## src/rtl/vga_pkg.sv

```systemverilog
// Shared VGA timing defaults, derived totals and the registered output bundle.
package vga_pkg;

  localparam int unsigned COORD_W = 10;
  localparam int unsigned OVR_W   = 8;

  localparam int unsigned H_VISIBLE_D = 640;
  localparam int unsigned H_FRONT_D   = 16;
  localparam int unsigned H_SYNC_D    = 96;
  localparam int unsigned H_BACK_D    = 48;
  localparam int unsigned V_VISIBLE_D = 480;
  localparam int unsigned V_FRONT_D   = 10;
  localparam int unsigned V_SYNC_D    = 2;
  localparam int unsigned V_BACK_D    = 33;

  function automatic int unsigned span_total(input int unsigned vis, input int unsigned front,
                                             input int unsigned sync, input int unsigned back);
    return vis + front + sync + back;
  endfunction

  localparam int unsigned H_TOTAL_D = span_total(H_VISIBLE_D, H_FRONT_D, H_SYNC_D, H_BACK_D);
  localparam int unsigned V_TOTAL_D = span_total(V_VISIBLE_D, V_FRONT_D, V_SYNC_D, V_BACK_D);

  typedef struct packed {
    logic               hsync;
    logic               vsync;
    logic               de;
    logic [COORD_W-1:0] x;
    logic [COORD_W-1:0] y;
    logic               frame_start;
    logic               int_n;
    logic [OVR_W-1:0]   overrun;
  } vga_out_t;

  localparam vga_out_t VGA_OUT_RESET = '{
    hsync: 1'b1, vsync: 1'b1, de: 1'b0, x: '0, y: '0,
    frame_start: 1'b0, int_n: 1'b1, overrun: '0
  };

endpackage

```

## src/rtl/wrap_counter.sv

```systemverilog
// Modulo-MOD up-counter; wrap_c flags the enabled step that returns it to zero.
module wrap_counter #(
  parameter int unsigned MOD = 800,
  parameter int unsigned W   = 10
) (
  input  logic         clk,
  input  logic         reset,
  input  logic         en,
  output logic [W-1:0] count,
  output logic         wrap_c
);

  localparam logic [W-1:0] LAST = W'(MOD - 1);

  assign wrap_c = en && (count == LAST);

  always_ff @(posedge clk) begin
    if (!reset) begin
      count <= '0;
    end else if (en) begin
      count <= wrap_c ? '0 : count + W'(1);
    end
  end

endmodule

```

## src/rtl/vga_timing.sv

```systemverilog
// VGA sync/raster generator with a Z80-style vblank interrupt and overrun count.
module vga_timing
  import vga_pkg::*;
#(
  parameter int unsigned H_VISIBLE = H_VISIBLE_D,
  parameter int unsigned H_FRONT   = H_FRONT_D,
  parameter int unsigned H_SYNC    = H_SYNC_D,
  parameter int unsigned H_BACK    = H_BACK_D,
  parameter int unsigned V_VISIBLE = V_VISIBLE_D,
  parameter int unsigned V_FRONT   = V_FRONT_D,
  parameter int unsigned V_SYNC    = V_SYNC_D,
  parameter int unsigned V_BACK    = V_BACK_D
) (
  input  logic               clk,
  input  logic               reset,
  input  logic               int_en,
  input  logic               int_ack,
  output logic               hsync,
  output logic               vsync,
  output logic               de,
  output logic [COORD_W-1:0] x,
  output logic [COORD_W-1:0] y,
  output logic               frame_start,
  output logic               int_n,
  output logic [OVR_W-1:0]   overrun
);

  localparam int unsigned H_TOTAL = span_total(H_VISIBLE, H_FRONT, H_SYNC, H_BACK);
  localparam int unsigned V_TOTAL = span_total(V_VISIBLE, V_FRONT, V_SYNC, V_BACK);

  localparam logic [COORD_W-1:0] H_VIS_END = COORD_W'(H_VISIBLE);
  localparam logic [COORD_W-1:0] HS_START  = COORD_W'(H_VISIBLE + H_FRONT);
  localparam logic [COORD_W-1:0] HS_END    = COORD_W'(H_VISIBLE + H_FRONT + H_SYNC);
  localparam logic [COORD_W-1:0] V_VIS_END = COORD_W'(V_VISIBLE);
  localparam logic [COORD_W-1:0] VS_START  = COORD_W'(V_VISIBLE + V_FRONT);
  localparam logic [COORD_W-1:0] VS_END    = COORD_W'(V_VISIBLE + V_FRONT + V_SYNC);
  localparam logic [OVR_W-1:0]   OVR_MAX   = {OVR_W{1'b1}};

  logic [COORD_W-1:0] h;
  logic [COORD_W-1:0] v;
  logic               h_wrap_c;
  logic               v_wrap_c;
  logic               vis_c;
  logic               vblank_c;
  logic               at_origin;
  vga_out_t           q;

  wrap_counter #(.MOD(H_TOTAL), .W(COORD_W)) u_h_cnt (
    .clk(clk), .reset(reset), .en(1'b1), .count(h), .wrap_c(h_wrap_c)
  );

  wrap_counter #(.MOD(V_TOTAL), .W(COORD_W)) u_v_cnt (
    .clk(clk), .reset(reset), .en(h_wrap_c), .count(v), .wrap_c(v_wrap_c)
  );

  assign vis_c    = (h < H_VIS_END) && (v < V_VIS_END);
  assign vblank_c = (h == '0) && (v == V_VIS_END);

  // at_origin is high while the counters sit at (0,0); frame_start is its registered copy.
  always_ff @(posedge clk) begin
    if (!reset) begin
      q         <= VGA_OUT_RESET;
      at_origin <= 1'b1;
    end else begin
      at_origin     <= v_wrap_c;
      q.hsync       <= !((h >= HS_START) && (h < HS_END));
      q.vsync       <= !((v >= VS_START) && (v < VS_END));
      q.de          <= vis_c;
      q.x           <= vis_c ? h : '0;
      q.y           <= vis_c ? v : '0;
      q.frame_start <= at_origin;
      if (vblank_c && !q.int_n && !int_ack && (q.overrun != OVR_MAX)) begin
        q.overrun <= q.overrun + OVR_W'(1);
      end
      // A fresh request beats a coincident acknowledge.
      if (vblank_c && int_en) begin
        q.int_n <= 1'b0;
      end else if (int_ack) begin
        q.int_n <= 1'b1;
      end
    end
  end

  assign hsync       = q.hsync;
  assign vsync       = q.vsync;
  assign de          = q.de;
  assign x           = q.x;
  assign y           = q.y;
  assign frame_start = q.frame_start;
  assign int_n       = q.int_n;
  assign overrun     = q.overrun;

endmodule

```

## config.mk

```make
export PLATFORM = sky130hd
export DESIGN_NAME = vga_timing
export DESIGN_NICKNAME = d
export VERILOG_FILES = /design/src/rtl/vga_pkg.sv /design/src/rtl/wrap_counter.sv /design/src/rtl/vga_timing.sv
export SDC_FILE = /design/constraint.sdc
export NUM_CORES = 1
export LEC_CHECK = 0
export CAP_MARGIN = 30
export CORE_AREA = 10 10 55 101
export DETAILED_ROUTE_END_ITERATION = 8
export DIE_AREA = 0 0 65 111
export PLACE_DENSITY = 0.82
export SLEW_MARGIN = 20
export SYNTH_ARGS = -nofsm -noshare
export SYNTH_HDL_FRONTEND = slang
export SYNTH_SLANG_ARGS = --single-unit
```

## constraint.sdc

```tcl
create_clock -name clk -period 5.7 [get_ports clk]
set_clock_uncertainty 0.15 [all_clocks]
set_input_delay 1.14 -clock clk [delete_from_list [all_inputs] [get_ports clk]]
set_output_delay 1.14 -clock clk [all_outputs]
set_load 0.005 [all_outputs]
```

==> flow_summary.json <==
{
  "setup_viol": 0,
  "rrSetupSlack_ps": 3320,
  "dp.cells": 308,
  "grt_util_all_layers_pct": 12.9,
  "num_io_pins": 37,
  "max_freq_mhz": 357,
  "critPathMaxFanout": 20,
  "rsz0062_at_grt": "no",
  "dp_slack_ps": 2540,
  "ys_warn_count": 0,
  "yosys-top-cells-area": "dfxtp_1 (50%), and2_1 (6.1%), o31ai_1 (3.1%), or4_1 (3.1%), a21oi_1 (3.0%)",
  "syn_area_per_cell_um2": 9.25,
  "setup.worst_path.start_class": "input pin",
  "power_uw": 628,
  "max-cap-violations": 0,
  "hold_buffers": 0,
  "crit_buf_inv": 2,
  "cts_tree": "yes",
  "crit_chain": "clkdlybuf4s50_1 -> inv_1 -> nor2_1 -> and3_1 -> and2_1",
  "syn_to_final_growth_pct": 21.3,
  "finalCriticalPeriod_ps": 2800,
  "port_buffers": 36,
  "post-cts-setup-buffers": 0,
  "gr-total-overflow": 0,
  "power.density_nw_per_um2": 239,
  "diodes": 0,
  "rows": 33,
  "endpoint_kind": "flop",
  "instances_no_fill": 316,
  "cp.arrival_ps": 2910,
  "tns_ps": 0,
  "totalWireLength_um": 4410,
  "h-tree-depth": 2,
  "leakage_nw": 0.898,
  "clkTransAtPathRegs_ps": 90,
  "p_int_uw": 483,
  "cts_resized": 0,
  "finalHoldWorstSlack_ps": 308,
  "synth_cell_types": 32,
  "min_to": "frame_start$_SDFF_PN0_",
  "ant_nets": 0,
  "final_common_cell": "dfxtp_1",
  "swShare_pct": 23.1,
  "max_stage_delay_ps": 620,
  "maxSlewViolCount": 0,
  "antenna_found_initial": 0,
  "p_comb_share_pct": 3.7,
  "hp-class": "flop to flop",
  "dieHeight_um": 111,
  "design.die.area_um2": 7220,
  "min_from": "at_origin$_SDFF_PN1_",
  "setup_ws_ps": 2900,
  "period_share_pct": 49.1,
  "syn_inst": 234,
  "insertion_delay_ps": 320,
  "relSlewSlack_pct": 53.7,
  "ys_seq_elements": 54,
  "drt_iter0_markers": 50,
  "syn_area_um2": 2160,
  "power.switching_uw": 145,
  "final_cell_mix": "dfxtp_1 (54), clkdlybuf4s50_1 (36), and2_1 (21), nor2_1 (17)",
  "clockRootBuffer": "clkbuf_8",
  "worst_slew_pin_slew_ps": 691,
  "gp_congestion": 0.819,
  "grt_pass1_wl_um": 7670,
  "drc_errors": 0,
  "cp.required_ps": 5810,
  "core_area_um2": 4010,
  "yosys.area.top_type": "dfxtp_1",
  "die_x_um": 65,
  "grt_pass1_vias": 1743,
  "r2r-end": "overrun[5]$_SDFFE_PN0P_",
  "nNetsFinal": 272,
  "ir_drop_mv": 0.202,
  "r2r_start": "u_h_cnt.count[0]$_SDFF_PP0_",
  "rr_worst_depth": 6,
  "detail_route.vias_per_cell": 5.67,
  "cts_inserted_buffers": 5,
  "outcome": "completed",
  "start_util_pct": 54.0,
  "seqPwrFrac_pct": 61.3,
  "cp_top_family": "buffers and inverters",
  "clock_sinks": 54,
  "clk_path_buf_depth": 2,
  "vias": 1792,
  "power.share.clock_pct": 35.1,
  "hpwl_um": 3330,
  "firstDrtPassIters": 4,
  "drive_gt1_share_pct": 4.55,
  "seq_area_frac_synth_pct": 49.9,
  "critPathKind": "input pin to flop",
  "whs_path_depth": 1,
  "hold_violations": 0,
  "wire_per_inst_um": 14.0,
  "grt_max_degree": 21,
  "critPathSlowestCell": "clkdlybuf4s50_1",
  "syn-num-nets": 243,
  "yosysTopAreaCellShare_pct": 49.9
}
[through the flow]
stage	util, %	area, um^2
after detailed placement	63.1	2530
after global routing	65.5	2630
after CTS	65.5	2630
final	65.5	2630
after floorplan	-	2160
after global placement	63.1	2530
[flip-flops by register name, indices dropped and copies added (netlist names), 8 cells and up]
register       flops
u_h_cnt.count     10
u_v_cnt.count     10
x                 10
y                 10
overrun            8
[layout make-up]
| type | count | area, um^2 |
|---|---|---|
| well taps | 52 | 65.1 |
| repair buffers | 36 | 360 |
| clock inverters | 3 | 28.8 |
| fillers | 353 | 1380 |
| inverters | 8 | 30.0 |
| clock buffers | 5 | 68.8 |
| flip-flops and latches | 54 | 1080 |
| multi-input cells | 158 | 991 |
[logic make-up (layout without fill, tap and decap cells)]
group	after synthesis	after routing	synth area share [%]
buffers and inverters	22	52	4.28
other	1	1	0.173
XOR/XNOR	11	11	4.45
flip-flops	54	54	49.9
AND/OR/NAND/NOR	109	109	29.0
multiplexers	1	1	0.462
adder cells (fa/ha/maj)	5	5	2.89
AO/OA/AOI/OAI	31	31	8.84
[power by group through the flow]
stage,Clock (mW),Combinational [mW],Sequential (mW)
6_report,0.220,0.0231,0.385
5_1_grt,0.244,0.0260,0.386
4_1_cts,0.228,0.0236,0.385
3_5_place_dp,0,0.0234,0.394
3_3_place_gp,0,0.0226,0.393
2_1_floorplan,0,0.0147,0.392
[cell usage after synthesis, drive strengths merged]
| cell | number |
|---|---|
| nand4b | 2 |
| and4 | 1 |
| ha | 5 |
| nand3 | 13 |
| xnor2 | 7 |
| nand2 | 12 |
| nand4 | 10 |
| clkbuf | 11 |
| nor4bb | 2 |
| or3 | 5 |
| o21ai | 5 |
| nor3 | 7 |
| or4 | 9 |
| nand2b | 1 |
| and2 | 21 |
| nor4 | 6 |
| o21a | 2 |
| nor2 | 17 |
| buf | 3 |
| o31ai | 9 |
| o211ai | 2 |
| conb | 1 |
| xor2 | 4 |
| inv | 8 |
| a21oi | 13 |
| and3 | 3 |
| dfxtp | 54 |
| mux2i | 1 |
[worst max-delay path by stage]
stage,start,cells past startpoint,slack (ps),to
floorplan,int_ack,5,3320,overrun[5]$_SDFFE_PN0P_
global placement,reset,5,2660,x[8]$_SDFF_PN0_
detailed placement,reset,5,2540,x[5]$_SDFF_PN0_
CTS,reset,5,2870,x[5]$_SDFF_PN0_
global route,reset,5,2680,x[5]$_SDFF_PN0_
finish,reset,5,2900,x[5]$_SDFF_PN0_
[worst reg2reg max path, delay by kind of cell (launching register included)]
kind / cells / cell delay [ps]
AOI/OAI and AO/OA: 2 / 550
adders and majority gates: 1 / 130
buffers and inverters: 1 / 70
DFF: 1 / 370
and+or+nand+nor: 2 / 1040
[metal layers]
metal  GRT usage (%)  up-vias  routed length, um
met4            7.33        0                120
met1            13.5      841               1740
li1                -      877                  -
met2            21.2       61               2220
met3            4.76       13                332
met5               0        -                  0
Note: power is estimated with default switching activity, not from simulation.
==> edit (same settings) <==
Make the reset (`reset`) asynchronous in 2 clocked blocks.
--- a/src/rtl/wrap_counter.sv
+++ b/src/rtl/wrap_counter.sv
@@ -16,3 +16,3 @@
 
-  always_ff @(posedge clk) begin
+  always_ff @(posedge clk or negedge reset) begin
     if (!reset) begin
--- a/src/rtl/vga_timing.sv
+++ b/src/rtl/vga_timing.sv
@@ -59,3 +59,3 @@
   // at_origin is high while the counters sit at (0,0); frame_start is its registered copy.
-  always_ff @(posedge clk) begin
+  always_ff @(posedge clk or negedge reset) begin
     if (!reset) begin
Function: differs if reset is asserted again (counterexample within 4 cycles, from zero or initial values and one cycle with reset low); with reset held inactive, the same outputs for 10 cycles.
==> edit against the original RTL <==
Routed wire length decreased by 9.5%. Synthesized area is 2.2% higher. Largest cell class unchanged. Setup slack gained 170 ps. Utilization is 2.5 points higher. Fmax rose by 6.5%. Global-route usage is 0.56 points lower. Hold slack got worse by 63 ps. Final area rose by 3.9%. Sequential cell count did not move. Sequential share of layout area rose by 8.6 points. Via count is 19% lower.
Power is not compared: it rests on default switching activity, and its combinational part moved more than twofold at a synthesized area within 25%.
==> edit: results (changes against the original RTL) <==
arrival_ps: 1340  # was 2910 ps
drive_gt1_share_pct: 8.772  # was 4.545%
crit_family: "flip-flops"  # was buffers and inverters
worst_pin_slew_ps: 862.4  # was 690.7 ps
status: "complete, no violations"  # unchanged
max_stage_delay_ps: 540  # was 620 ps
syn-num-nets: 198  # was 243
grt_pass1_wl_microns: 7217  # was 7672 microns
cp_max_fo: 1  # was 20
crit_slowest_cell: "dfstp_2"  # was clkdlybuf4s50_1
synthArstFlopShare_pct: 100.0  # was 0%
ys_seq_area_share_pct: 61.31  # was 49.94%
n_fill_cell: 325  # was 353
groute.usage.overall_pct: 12.31  # was 12.87%
wl_per_cell_microns: 14.25  # was 13.96 microns
root_buffer: "clkbuf_8"  # unchanged
path_clk_slew_ps: 90  # about the same
insertion_delay_ps: 310
ys_types: 35  # was 32
cts.path.max_buffers: 2  # unchanged
drt_iter0_drc: 47  # was 50
dp.final_hpwl_microns: 3007  # was 3326 microns
synth_edf_count: 0  # unchanged
synthTopCellsByCount: "50 x dfrtp_1, 16 x nor2_1, 15 x nand2_1"  # was 54 x dfxtp_1, 21 x and2_1, 17 x nor2_1
min_from: "at_origin$_DFF_PN1_"  # was at_origin$_SDFF_PN1_
regToRegStartpoint: "u_h_cnt.count[5]$_DFF_PN0_"  # was u_h_cnt.count[0]$_SDFF_PP0_
core_sq_um: 4005  # unchanged
yosys-top-cells-area: "dfrtp_1 57%, dfstp_2 4.8%, xnor2_1 4.4%"  # was dfxtp_1 50%, and2_1 6.1%, o31ai_1 3.1%
post_cts_buffers: 0  # unchanged
vias: 1457  # was 1792
grt_max_degree: 29  # was 21
nNetsFinal: 236  # was 272
gp_congestion: 0.8758  # was 0.8191
crit_path_start: "vsync$_DFF_PN1_"  # was reset
synth_ff_type: "dfrtp_1"  # was dfxtp_1
==> edit: cell types whose count changed after synthesis, moves of 7 or more <==
cell,change
a21oi_1,-13
and2_1,-7
clkbuf_1,-7
dfrtp_1,+50
dfxtp_1,-54
o31ai_1,-8
or4_1,-7
==> edit: power by group through the flow <==
stage | clock [mW] | combinational (mW) | sequential [mW]
6_report | 0.223 | 0.0108 | 0.383
5_1_grt | 0.245 | 0.0124 | 0.383
4_1_cts | 0.229 | 0.0114 | 0.383
3_5_place_dp | 0 | 0.0114 | 0.391
3_3_place_gp | 0 | 0.00963 | 0.391
2_1_floorplan | 0 | 0.0000671 | 0.391
==> edit: through the flow <==
stage	area, sq um	cells	setup slack, ps	total power [mW]	hold slack, ps
floorplan	2212	189	3383	0.3911	229.3
global placement	2608	271	2855	0.4005	232.0
detailed placement	2628	272	2844	0.4022	233.2
CTS	2726	280	3051	0.6243	246.2
global route	2726	280	2853	0.6407	252.1
finish	2726	280	3070	0.6168	245.3
==> edit: cells by family after synthesis <==
kind of cell | count (synthesis) | synth area share [%]
xor+xnor | 21 | 8.314
buf+inv | 11 | 1.980
other cells | 1 | 0.1695
mux | 2 | 0.9615
fa+ha+maj | 5 | 2.828
simple gates | 88 | 22.45
compound gates | 7 | 1.980
flops | 54 | 61.31
==> edit: layout make-up <==
type                            count  area [sq um]  share of cell area, %
Clock buffer                        6         82.58                  3.029
Inverter                            5         18.77                 0.6884
Clock inverter                      2         16.27                 0.5966
Sequential cell                    54          1356                  49.75
Timing Repair Buffer               37         375.4                  13.77
Tap cell                           52         65.06                  2.386
Multi-Input combinational cell    124         812.0                  29.78
==> edit: worst paths after layout <==
check                                               endpoint  slack, ps  cells after the start
min in group asynchronous                     x[5]$_DFF_PN0_        670                      1
worst max-delay path                                   vsync       3070                      1
max in group asynchronous                  int_n$_DFFE_PN1P_       4120                      2
worst max register to register  u_v_cnt.count[9]$_DFFE_PN0N_       3080                      5
worst min register to register         frame_start$_DFF_PN0_        250                      0
worst min-delay path                   frame_start$_DFF_PN0_        250                      0
==> edit: layer usage <==
layer  GRT usage [%]  share of wire, %  vias to the layer above
met5               0                 0                        -
met4           5.603               2.2                        0
met3           5.668               9.6                        7
met2           18.92                48                       40
met1           14.09                40                      703
li1                -                 -                      707
